<file path="config.mk">
export PLATFORM = sky130hd
export DESIGN_NAME = uart_rx_cmd_ctrl
export DESIGN_NICKNAME = d
export VERILOG_FILES = /design/src/rtl/uart_rx_cmd_ctrl.sv
export SDC_FILE = /design/constraint.sdc
export NUM_CORES = 1
export LEC_CHECK = 0
export ABC_CLOCK_PERIOD_IN_PS = 8650
export BUFFER_PORTS_ARGS = -buffer_cell sky130_fd_sc_hd__buf_4
export CAP_MARGIN = 20
export CELL_PAD_IN_SITES_DETAIL_PLACEMENT = 1
export CELL_PAD_IN_SITES_GLOBAL_PLACEMENT = 2
export CORE_MARGIN = 1.5
export CORE_UTILIZATION = 41
export DETAILED_ROUTE_END_ITERATION = 10
export GPL_TIMING_DRIVEN = 0
export PLACE_DENSITY_LB_ADDON = 0.1
export REMOVE_ABC_BUFFERS = 1
export SLEW_MARGIN = 20
export SYNTH_ARGS = -nofsm -noshare
export SYNTH_HDL_FRONTEND = slang
export SYNTH_SLANG_ARGS = --single-unit
</file>
<file path="constraint.sdc">
create_clock -name sysclk -period 8.65 [get_ports sysclk]
set_clock_uncertainty 0.15 [all_clocks]
set_input_delay 1.2975 -clock sysclk [delete_from_list [all_inputs] [get_ports sysclk]]
set_output_delay 1.2975 -clock sysclk [all_outputs]
set_load 0.03 [all_outputs]
</file>
<file path="src/rtl/uart_rx_cmd_ctrl.sv">
// uart_rx_cmd_ctrl
//   Command/config controller that sits behind the UART receiver. Incoming
//   byte strobes are assembled into 4-byte frames {HEADER, ADDR, DATA, CHK}.
//   A valid frame either writes one of four registers or reprograms the
//   receiver baud select. A malformed or stalled frame is flagged and dropped.
//
//   Optional feature macro: UART_CMD_STATS_EN
//     defined   -> err_cnt counts frame_err pulses, saturating at 8'hFF
//     undefined -> err_cnt is tied to 8'h00 (port list unchanged)
//
// Ports
//   sysclk     in   1  system clock
//   rst        in   1  asynchronous reset, active-high
//   rx_data    in   8  received byte, valid with rx_done
//   rx_done    in   1  one-cycle byte-received strobe
//   baud_set   out  3  baud code to receiver (0=115200 .. 4=9600)
//   reg_wr_en  out  1  one-cycle register write strobe
//   reg_addr   out  2  register index, held until the next write
//   reg_wdata  out  8  register write data, held until the next write
//   frame_ok   out  1  one-cycle pulse, frame accepted
//   frame_err  out  1  one-cycle pulse, checksum/address/baud/timeout error
//   busy       out  1  frame partially received
//   err_cnt    out  8  saturating error count (see macro above)
//
// State | meaning
// ------+---------------------------------------------------
// IDLE  | hunting for HEADER, other bytes silently ignored
// ADDR  | HEADER seen, waiting for the address byte
// DATA  | address latched, waiting for the data byte
// CHK   | data latched, waiting for the checksum byte

module uart_rx_cmd_ctrl #(
   parameter logic [7:0] HEADER      = 8'hA5,
   parameter int         TIMEOUT_CYC = 50000,
   parameter logic [7:0] BAUD_ADDR   = 8'h7F
) (
   input  logic       sysclk,
   input  logic       rst,
   input  logic [7:0] rx_data,
   input  logic       rx_done,
   output logic [2:0] baud_set,
   output logic       reg_wr_en,
   output logic [1:0] reg_addr,
   output logic [7:0] reg_wdata,
   output logic       frame_ok,
   output logic       frame_err,
   output logic       busy,
   output logic [7:0] err_cnt
);

   // The counter never passes TIMEOUT_CYC-1: it is cleared on the expiry edge.
   localparam int            CW       = (TIMEOUT_CYC > 2) ? $clog2(TIMEOUT_CYC) : 1;
   localparam logic [CW-1:0] TMO_LAST = CW'(TIMEOUT_CYC - 1);

   typedef enum logic [1:0] {
      S_IDLE,
      S_ADDR,
      S_DATA,
      S_CHK
   } state_t;

   state_t        state;
   logic [7:0]    addr_q;
   logic [7:0]    data_q;
   logic [CW-1:0] tmo_cnt;
   logic [7:0]    chk_sum;
   logic          tmo_hit;

   assign chk_sum = addr_q + data_q;
   // A byte arriving on the expiry cycle takes priority over the timeout.
   assign tmo_hit = (state != S_IDLE) && !rx_done && (tmo_cnt == TMO_LAST);
   assign busy    = (state != S_IDLE);

   always_ff @(posedge sysclk or posedge rst) begin
      if (rst) begin
         state     <= S_IDLE;
         addr_q    <= 8'h00;
         data_q    <= 8'h00;
         tmo_cnt   <= '0;
         baud_set  <= 3'd0;
         reg_wr_en <= 1'b0;
         reg_addr  <= 2'd0;
         reg_wdata <= 8'h00;
         frame_ok  <= 1'b0;
         frame_err <= 1'b0;
      end else begin
         reg_wr_en <= 1'b0;
         frame_ok  <= 1'b0;
         frame_err <= 1'b0;

         if (state == S_IDLE || rx_done || tmo_hit)
            tmo_cnt <= '0;
         else
            tmo_cnt <= tmo_cnt + CW'(1);

         if (tmo_hit) begin
            frame_err <= 1'b1;
            state     <= S_IDLE;
         end else if (rx_done) begin
            case (state)
               S_IDLE: begin
                  if (rx_data == HEADER)
                     state <= S_ADDR;
               end
               S_ADDR: begin
                  addr_q <= rx_data;
                  state  <= S_DATA;
               end
               S_DATA: begin
                  data_q <= rx_data;
                  state  <= S_CHK;
               end
               S_CHK: begin
                  state <= S_IDLE;
                  if (rx_data != chk_sum) begin
                     frame_err <= 1'b1;
                  end else if (addr_q <= 8'd3) begin
                     reg_wr_en <= 1'b1;
                     reg_addr  <= addr_q[1:0];
                     reg_wdata <= data_q;
                     frame_ok  <= 1'b1;
                  end else if (addr_q == BAUD_ADDR && data_q <= 8'd4) begin
                     baud_set <= data_q[2:0];
                     frame_ok <= 1'b1;
                  end else begin
                     frame_err <= 1'b1;
                  end
               end
               default: state <= S_IDLE;
            endcase
         end
      end
   end

`ifdef UART_CMD_STATS_EN
   // Counts each frame_err pulse on the edge after it is visible.
   always_ff @(posedge sysclk or posedge rst) begin
      if (rst)
         err_cnt <= 8'h00;
      else if (frame_err && err_cnt != 8'hFF)
         err_cnt <= err_cnt + 8'd1;
   end
`else
   assign err_cnt = 8'h00;
`endif

endmodule

</file>
Word-level counts from Yosys, hierarchy flattened --
Index checks and enable logic that the tools add are counted.
Cells by class: shift operators 0, divide/modulo/power cells 0, mux-type cells 22, multiply operators 0, eq/ne operators 8, order comparisons 2, bitwise gates (word level) 3, reductions and logical operators 14, $add $sub $neg 2
Operators with widths (count):
- two-way mux 1 bit | 17
- adder 16 x 1 -> 16 bit, second input constant | 1
- equality test 16 bit, second input constant | 1
- two-way mux 16 bit | 1
- adder 8 bit | 1
- equality test 8 x 7 -> 1 bit, second input constant | 1
- equality test 8 bit, second input constant | 1
- <= comparator 8 x 2 -> 1 bit, second input constant | 1
- <= comparator 8 x 3 -> 1 bit, second input constant | 1
- != test 8 bit | 1
- one-hot mux 2 bit (4 select lines) | 1
- two-way mux 2 bit | 3
- AND reduction 3 bit | 2
- AND reduction 6 bit | 1
- AND reduction 5 bit | 1
- equality test 2 bit, second input constant | 2
- nonzero test 2 bit | 2
- logical AND 1 bit | 3
- != test 3 x 2 -> 1 bit, second input constant | 1
- inverter 1 bit | 3
- equality test 2 x 1 -> 1 bit, second input constant | 1
- zero test 2 bit | 1
- logical OR 1 bit | 2
- AND reduction 2 bit | 1
- zero test 1 bit | 1
Word-level totals: latch bits 0, memory bits (read-only) 0, word-level logic and storage cells 61, input bits 11, bits in writable memories 0, memories kept 0, output and inout bits 25, register bits 50

Depth between registers and ports, before layout --
Gate-level depths: netlist of the first run.
word-level depth 8, mapped depth 8, mapped depth without buffers 8

Worst setup path after synthesis of the first run --
Ideal clock, no wire load.
path type input to register, start point in rx_data[7], end point reg reg_addr[0], cell stages on the path 6, setup slack 5.447 ns, required time 8.375 ns, path buffers 0, arrival time 2.928 ns, library setup time 0.125 ns, cell sequence xor2_1 > xnor2_1 > and3_2 > o2111ai_2 > nor4_4 > mux2_2
On the way: word-level cells in the longest chain between the ends 3
RTL lines:
- from (decl) | RTL line 39 | input logic [7:0] rx_data,
- != test 8 bit | RTL line 115 | if (rx_data != chk_sum) begin
- inverter 1 bit (no source line)
- AND reduction 5 bit (no source line)
- to (signal assigned) | RTL line 119 | reg_addr <= addr_q[1:0];
- to (decl) | RTL line 43 | output logic [1:0] reg_addr,
Every way passes these cells. A chain may end at the register's enable or synchronous reset.

Worst setup path in the final report of the first run --
start point reg data_q[0], end point reg reg_wdata[0]
On the way: word-level cells in the longest chain between the ends 4
RTL lines:
- from (decl) | RTL line 64 | logic [7:0] data_q;
- from (signal assigned) | RTL line 110 | data_q <= rx_data;
- adder 8 bit | RTL line 69 | assign chk_sum = addr_q + data_q;
- != test 8 bit | RTL line 115
- inverter 1 bit (no source line)
- AND reduction 5 bit (no source line)
- to (signal assigned) | RTL line 120 | reg_wdata <= data_q;
- to (decl) | RTL line 44 | output logic [7:0] reg_wdata,
Several ways; a longest one is shown, not always the timed one.

==> impl_metrics.json, run 1 <==
{
  "setup_viol": 0,
  "ys_async_sr_fraction_pct": 100,
  "fin_ws_ns": 5.21,
  "finalCriticalPeriod_ns": 3.44,
  "holdBufCountCts": 0,
  "synth_area_leaders": "dfrtp_1 47%, mux2_2 12%, ha_1 6.1%",
  "cts_max_path_buffers": 2,
  "hold_viol": 0,
  "syn_area_per_cell_um2": 11.3,
  "worst_pin_slew_ns": 0.792,
  "vias": 1835,
  "drv_cap": 0,
  "cts_htree_levels": 2,
  "dieArea_um2": 7020,
  "overflow": 0,
  "holdCritPathClass": "reg2reg",
  "synth_warnings": 0,
  "required_ns": 8.69,
  "finalCoreUtilization_pct": 48.0,
  "numPortBuffers": 27,
  "dp.cells": 339,
  "critPathMaxStageDelay_ns": 0.77,
  "drcViolationCount": 0,
  "synth-main-ff-cell": "dfrtp_1",
  "start_util_pct": 42.4,
  "drive_gt1_share_pct": 26.8,
  "crit_fanout": 10,
  "rsz0062_at_grt": "no",
  "seqCellArea_um2": 1250,
  "synth_edf_count": 0,
  "multiInputGateArea_um2": 1360,
  "layout_worst_path_cycle_share_pct": 39.7,
  "grt_usage_pct": 17.4,
  "place_ws_ns": 4.91,
  "fin_tns_setup_ns": 0,
  "cts_root_buffer": "clkbuf_8",
  "clock_latency_ns": 0.30,
  "cts_inserted_buffers": 5,
  "status": "completed",
  "clk_transition_reported_paths_ns": 0.09,
  "dp_hpwl_um": 4330,
  "fin_nets": 294,
  "diodes": 0,
  "postCtsResizedCells": 0,
  "rows": 29,
  "postRouteAntennaNets": 0,
  "grt_max_degree": 34,
  "layoutNonFillerInstCount": 346,
  "slowest_stage": "nor4_4",
  "area_growth_pct": 13.2,
  "ys_types": 43,
  "slew_headroom_pct": 46.8,
  "finalPower_mw": 0.883,
  "postCtsSetupRepairBufs": 0,
  "grt_pass1_vias": 1905,
  "p_leak_nw": 1.38,
  "wl_per_cell_um": 16.6,
  "place.gp.congestion": 0.755,
  "viasPerCell": 5.30,
  "peakVddDrop_mv": 0.160,
  "synth-seq-cells": 50,
  "synth_seq_area_share_pct": 46.7,
  "cts_tree": "done",
  "synth_largest_area_cell": "dfrtp_1",
  "path_cells": "ha_1, fa_1, a211oi_1, nor2_1, xnor2_1, o2111ai_2, nor4_4, mux2_2",
  "cp-start-kind": "register",
  "netlist_instances": 238,
  "antenna_found_initial": 0,
  "drtIter0Drc": 64,
  "chipWidth_um": 83.8,
  "slew_violations": 0,
  "io_pins": 36,
  "fillers": 707,
  "synth_top_area_share_pct": 46.7,
  "p_per_area_nw_per_um2": 291,
  "fmax_mhz": 291,
  "firstDrtPassIters": 2,
  "syn_area_um2": 2680,
  "core_um2": 6310,
  "grt_first_pass_wirelength_um": 9560,
  "wirelength_um": 5750,
  "critPathKind": "reg2reg",
  "crit_arrival_ns": 3.48,
  "die_h_um": 83.8,
  "cts_sinks": 50,
  "end_kind": "register"
}
-- area by class of cell --
type / instances / area share [%]
flip-flops and latches: 50 / 41.3
clock inverters: 2 / 0.330
multi-input cells: 177 / 44.7
repair buffers: 28 / 7.35
clock buffers: 5 / 2.27
well taps: 77 / 3.18
inverters: 7 / 0.867
-- critical path: cells and delay by family, from the launching register on --
| family | cells | cell delay (ns) |
|---|---|---|
| AO/OA/AOI/OAI | 2 | 0.57 |
| flip-flops | 1 | 0.45 |
| XOR/XNOR | 1 | 0.20 |
| multiplexers | 1 | 0.41 |
| adder cells (fa/ha/maj) | 2 | 0.67 |
| AND/OR/NAND/NOR | 2 | 0.88 |
-- cell families after synthesis --
kind of cell / Yosys count / synth area share (%)
DFF: 50 / 46.7
AOI/OAI and AO/OA: 23 / 5.70
xor gates and xnor gates: 26 / 8.50
buffers and inverters: 18 / 3.65
and+or+nand+nor: 76 / 15.9
muxes: 30 / 12.6
other: 1 / 0.140
adders and majority gates: 14 / 6.82
-- per-stage QoR --
| step | area, um^2 | hold WS (ns) |
|---|---|---|
| CTS | 3030 | 0.371 |
| detailed placement | 2950 | 0.350 |
| finish | 3030 | 0.369 |
| global placement | 2930 | 0.342 |
| floorplan | 2630 | 0.344 |
| global route | 3030 | 0.389 |
-- Yosys cell counts (all sizes together) (2+ instances only) --
cell	count
or4bb	2
nand4	5
mux2	29
nor4	4
a21oi	9
inv	7
xnor2	11
nand3	10
clkbuf	3
or4	2
ha	13
nor2b	2
xor2	15
nor2	18
and3	4
or3	3
nor3	3
buf	8
nand2	15
o21ai	5
nor4b	3
dfrtp	50
-- metal layers --
metal  routed length, um  GRT usage [%]  vias up
li1                    -              -      894
met1                2730           23.4      919
met2                2860           29.2       18
met3                 106           2.77        4
met4                  48           4.92        0
met5                   0              0        -
-- placed cells by master, fill, tap and decap left out, types with 2 or more instances in the layout --
cell       n
clkinv_2   2
a21oi_1    8
nor2_1    18
mux2_2    29
xor2_1    15
nand4_1    5
or4bb_1    2
nand3_1   10
xnor2_1   11
nor4b_1    3
conb_1     8
nor3_1     3
or3_1      3
buf_4     27
nor2b_1    2
o21ai_0    5
nor4_1     3
and3_1     3
ha_1      13
dfrtp_1   50
clkbuf_8   5
nand2_1   15
inv_1      6
-- worst paths after layout --
path | from | endpoint | slack [ns] | depth (start not counted)
max in group asynchronous | rst | tmo_cnt[5]$_DFF_PP0_ | 7.01 | 3
setup / recovery | data_q[0]$_DFFE_PP0P_ | reg_wdata[0]$_DFFE_PP0P_ | 5.21 | 8
hold reg to reg | reg_wdata[7]$_DFFE_PP0P_ | reg_wdata[7]$_DFFE_PP0P_ | 0.37 | 1
min in group asynchronous | rst | reg_wdata[0]$_DFFE_PP0P_ | 0.83 | 2
hold / removal | reg_wdata[7]$_DFFE_PP0P_ | reg_wdata[7]$_DFFE_PP0P_ | 0.37 | 1
setup reg to reg | data_q[0]$_DFFE_PP0P_ | reg_wdata[0]$_DFFE_PP0P_ | 5.21 | 8
-- where the power goes --
group	total, mW	switching, mW	internal, mW
registers	0.345	0.0634	0.282
clock network	0.133	0.0782	0.0546
logic	0.405	0.223	0.181
-- flip-flops by register name, indices dropped and copies added (netlist names) --
| name | flops |
|---|---|
| addr_q | 8 |
| reg_addr | 2 |
| data_q | 8 |
| frame_ok | 1 |
| frame_err | 1 |
| reg_wr_en | 1 |
| reg_wdata | 8 |
| state | 2 |
| baud_set | 3 |
| tmo_cnt | 16 |
Power figures use the tool's default switching activity.
==> run 2, diff against run 1 <==
--- a/config.mk
+++ b/config.mk
@@ -5,13 +5,13 @@
 export SDC_FILE = /design/constraint.sdc
 export NUM_CORES = 1
 export LEC_CHECK = 0
-export ABC_CLOCK_PERIOD_IN_PS = 8650
+export ABC_CLOCK_PERIOD_IN_PS = 3560
 export BUFFER_PORTS_ARGS = -buffer_cell sky130_fd_sc_hd__buf_4
 export CAP_MARGIN = 20
 export CELL_PAD_IN_SITES_DETAIL_PLACEMENT = 1
 export CELL_PAD_IN_SITES_GLOBAL_PLACEMENT = 2
 export CORE_MARGIN = 1.5
-export CORE_UTILIZATION = 41
+export CORE_UTILIZATION = 38
 export DETAILED_ROUTE_END_ITERATION = 10
 export GPL_TIMING_DRIVEN = 0
 export PLACE_DENSITY_LB_ADDON = 0.1
==> constraint.sdc (replaced) <==
create_clock -name sysclk -period 3.56 [get_ports sysclk]
set_clock_uncertainty 0.15 [all_clocks]
set_input_delay 0.534 -clock sysclk [delete_from_list [all_inputs] [get_ports sysclk]]
set_output_delay 0.534 -clock sysclk [all_outputs]
set_load 0.03 [all_outputs]
==> run 2 against run 1 <==
- die area increased by 7.6%
- final cell count increased by 6.1%
- clock power increased to 3.7 times the previous value
- hold slack got worse by 0.27 ns
- maximum frequency increased by 9.9%
- register-to-register slack got worse by 4.8 ns
- sequential cell count unchanged
- non-clock buffer count increased by 1
- power increased to 2.6 times the previous value
- sequential share of layout area decreased by 1.4 points
- global-route usage increased by 0.82 points
- critical path type unchanged
- critical endpoint is now baud_set[0]$_DFFE_PP0P_
==> impl_metrics.json, run 2 (synthesized netlist as in run 1, its figures left out) <==
{
  "grt_max_degree": 30,
  "layout_worst_path_cycle_share_pct": 87.9,
  "crit_fanout": 4,
  "final_common_cell": "dfrtp_1",
  "viasPerCell": 5.13,
  "place.gp.congestion": 0.805,
  "fmax_mhz": 320,
  "required_ns": 3.60,
  "overflow": 0,
  "grt_pass1_vias": 2023,
  "finalCriticalPeriod_ns": 3.13,
  "stdcell_area_um2": 3140,
  "chipWidth_um": 86.9,
  "cts_sinks": 50,
  "die_h_um": 86.9,
  "start_util_pct": 39.4,
  "cts_tree": "done",
  "rsz0062_at_grt": "no",
  "antenna_found_initial": 0,
  "clk_transition_reported_paths_ns": 0.09,
  "firstDrtPassIters": 4,
  "drv_cap": 0,
  "drtIter0Drc": 55,
  "critPathKind": "reg2reg",
  "postRouteAntennaNets": 0,
  "p_per_area_nw_per_um2": 742,
  "dieArea_um2": 7560,
  "setup_viol": 0,
  "cts_max_path_buffers": 2,
  "end_kind": "register",
  "place_area_um2": 2980,
  "core_um2": 6790,
  "largest_reg_flops": 16,
  "peakVddDrop_mv": 0.230,
  "cp-start-kind": "register",
  "fillers": 728,
  "grt_first_pass_wirelength_um": 10500,
  "grt_usage_pct": 18.2,
  "worst_pin_slew_ns": 0.599,
  "largest_register": "tmo_cnt",
  "fin_tns_setup_ns": 0,
  "slew_violations": 0,
  "rows": 30,
  "drcViolationCount": 0,
  "clock_latency_ns": 0.30,
  "numPortBuffers": 27,
  "wl_per_cell_um": 16.4,
  "fin_nets": 295,
  "vias": 1884,
  "p_leak_nw": 1.42,
  "wirelength_um": 6030,
  "cts_root_buffer": "clkbuf_8",
  "diodes": 0,
  "holdBufCountCts": 0,
  "layout_common_cells": "50 x dfrtp_1, 29 x mux2_2, 27 x buf_4",
  "hold_viol": 0,
  "cts_htree_levels": 2,
  "slew_headroom_pct": 59.7,
  "drive_gt1_share_pct": 27.3,
  "crit_arrival_ns": 3.17,
  "holdCritPathClass": "in2async",
  "io_pins": 36,
  "dp_hpwl_um": 4460,
  "status": "completed",
  "cts_inserted_buffers": 5,
  "area_growth_pct": 17.2
}
## run 2: changes by cell type in the layout (fill, tap and decap cells not counted)
| cell | previous run | this run |
|---|---|---|
| buf_12 | 1 | 2 |
| clkbuf_8 | 5 | 6 |
| bufinv_16 | 0 | 2 |
| clkinv_2 | 2 | 0 |
## run 2: critical path, cell delays in order (launching register included)
cell       delay (ns)
dfrtp_1          0.43
ha_1             0.26
fa_1             0.42
a211oi_1         0.33
nor2_1           0.10
xnor2_1          0.20
o2111ai_2        0.22
or4_4            0.62
mux2_2           0.29
## run 2: layout make-up
| cell class | count | area (um^2) | area share [%] |
|---|---|---|---|
| multi-input cells | 177 | 1360 | 43.2 |
| flip-flops and latches | 50 | 1250 | 39.9 |
| repair buffers | 29 | 243 | 7.74 |
| well taps | 96 | 120 | 3.83 |
| clock buffers | 6 | 82.6 | 2.63 |
| clock inverters | 2 | 60.1 | 1.91 |
| inverters | 7 | 26.3 | 0.837 |
## run 2: path summary, 6_finish.rpt
check,from,to,slack (ns),cells after the start
max,addr_q[0]$_DFFE_PP0P_,baud_set[0]$_DFFE_PP0P_,0.43,8
min,rst,reg_wdata[1]$_DFFE_PP0P_,0.1,2
max reg2reg,addr_q[0]$_DFFE_PP0P_,baud_set[0]$_DFFE_PP0P_,0.43,8
min reg2reg,reg_wdata[3]$_DFFE_PP0P_,reg_wdata[3]$_DFFE_PP0P_,0.37,1
max in group asynchronous,rst,data_q[6]$_DFFE_PP0P_,2.64,3
min in group sysclk,rx_data[7],addr_q[7]$_DFFE_PP0P_,0.34,2
## run 2: per-stage QoR
step / util (%) / setup slack [ns] / hold WS (ns) / std cells / total power, mW
after global placement: 43.5 / 0.0495 / 0.343 / 357 / 1.83
after CTS: 45.9 / 0.0275 / 0.107 / 366 / 2.36
after detailed placement: 43.8 / 0.0670 / 0.351 / 358 / 1.86
after floorplan: - / 0.628 / 0.344 / 234 / 1.60
final: 46.2 / 0.431 / 0.0984 / 367 / 2.33
after global routing: 46.2 / 0.206 / 0.129 / 367 / 2.53
## run 2: routing by layer
metal	wire, um	track usage (%)	vias to the layer above
li1	-	-	887
met1	3010	25.9	965
met3	158	2.94	4
met5	0	0	-
met2	2810	28.9	28
met4	53	4.84	0
## run 2: report_power, final
| part | leakage [nW] | switching [mW] | total [mW] | internal, mW |
|---|---|---|---|---|
| Clock | 0.0714 | 0.191 | 0.491 | 0.300 |
| Sequential | 0.658 | 0.158 | 0.843 | 0.685 |
| Combinational | 0.691 | 0.555 | 0.995 | 0.441 |
| Total | 1.42 | 0.904 | 2.33 | 1.43 |
## run 2: repair_timing
item | CTS | global route
endpoints found under the setup margin | 0 | 10
gates resized for setup | 0 | 0
hold endpoints to repair | 0 | 0
setup buffers | 0 | 1
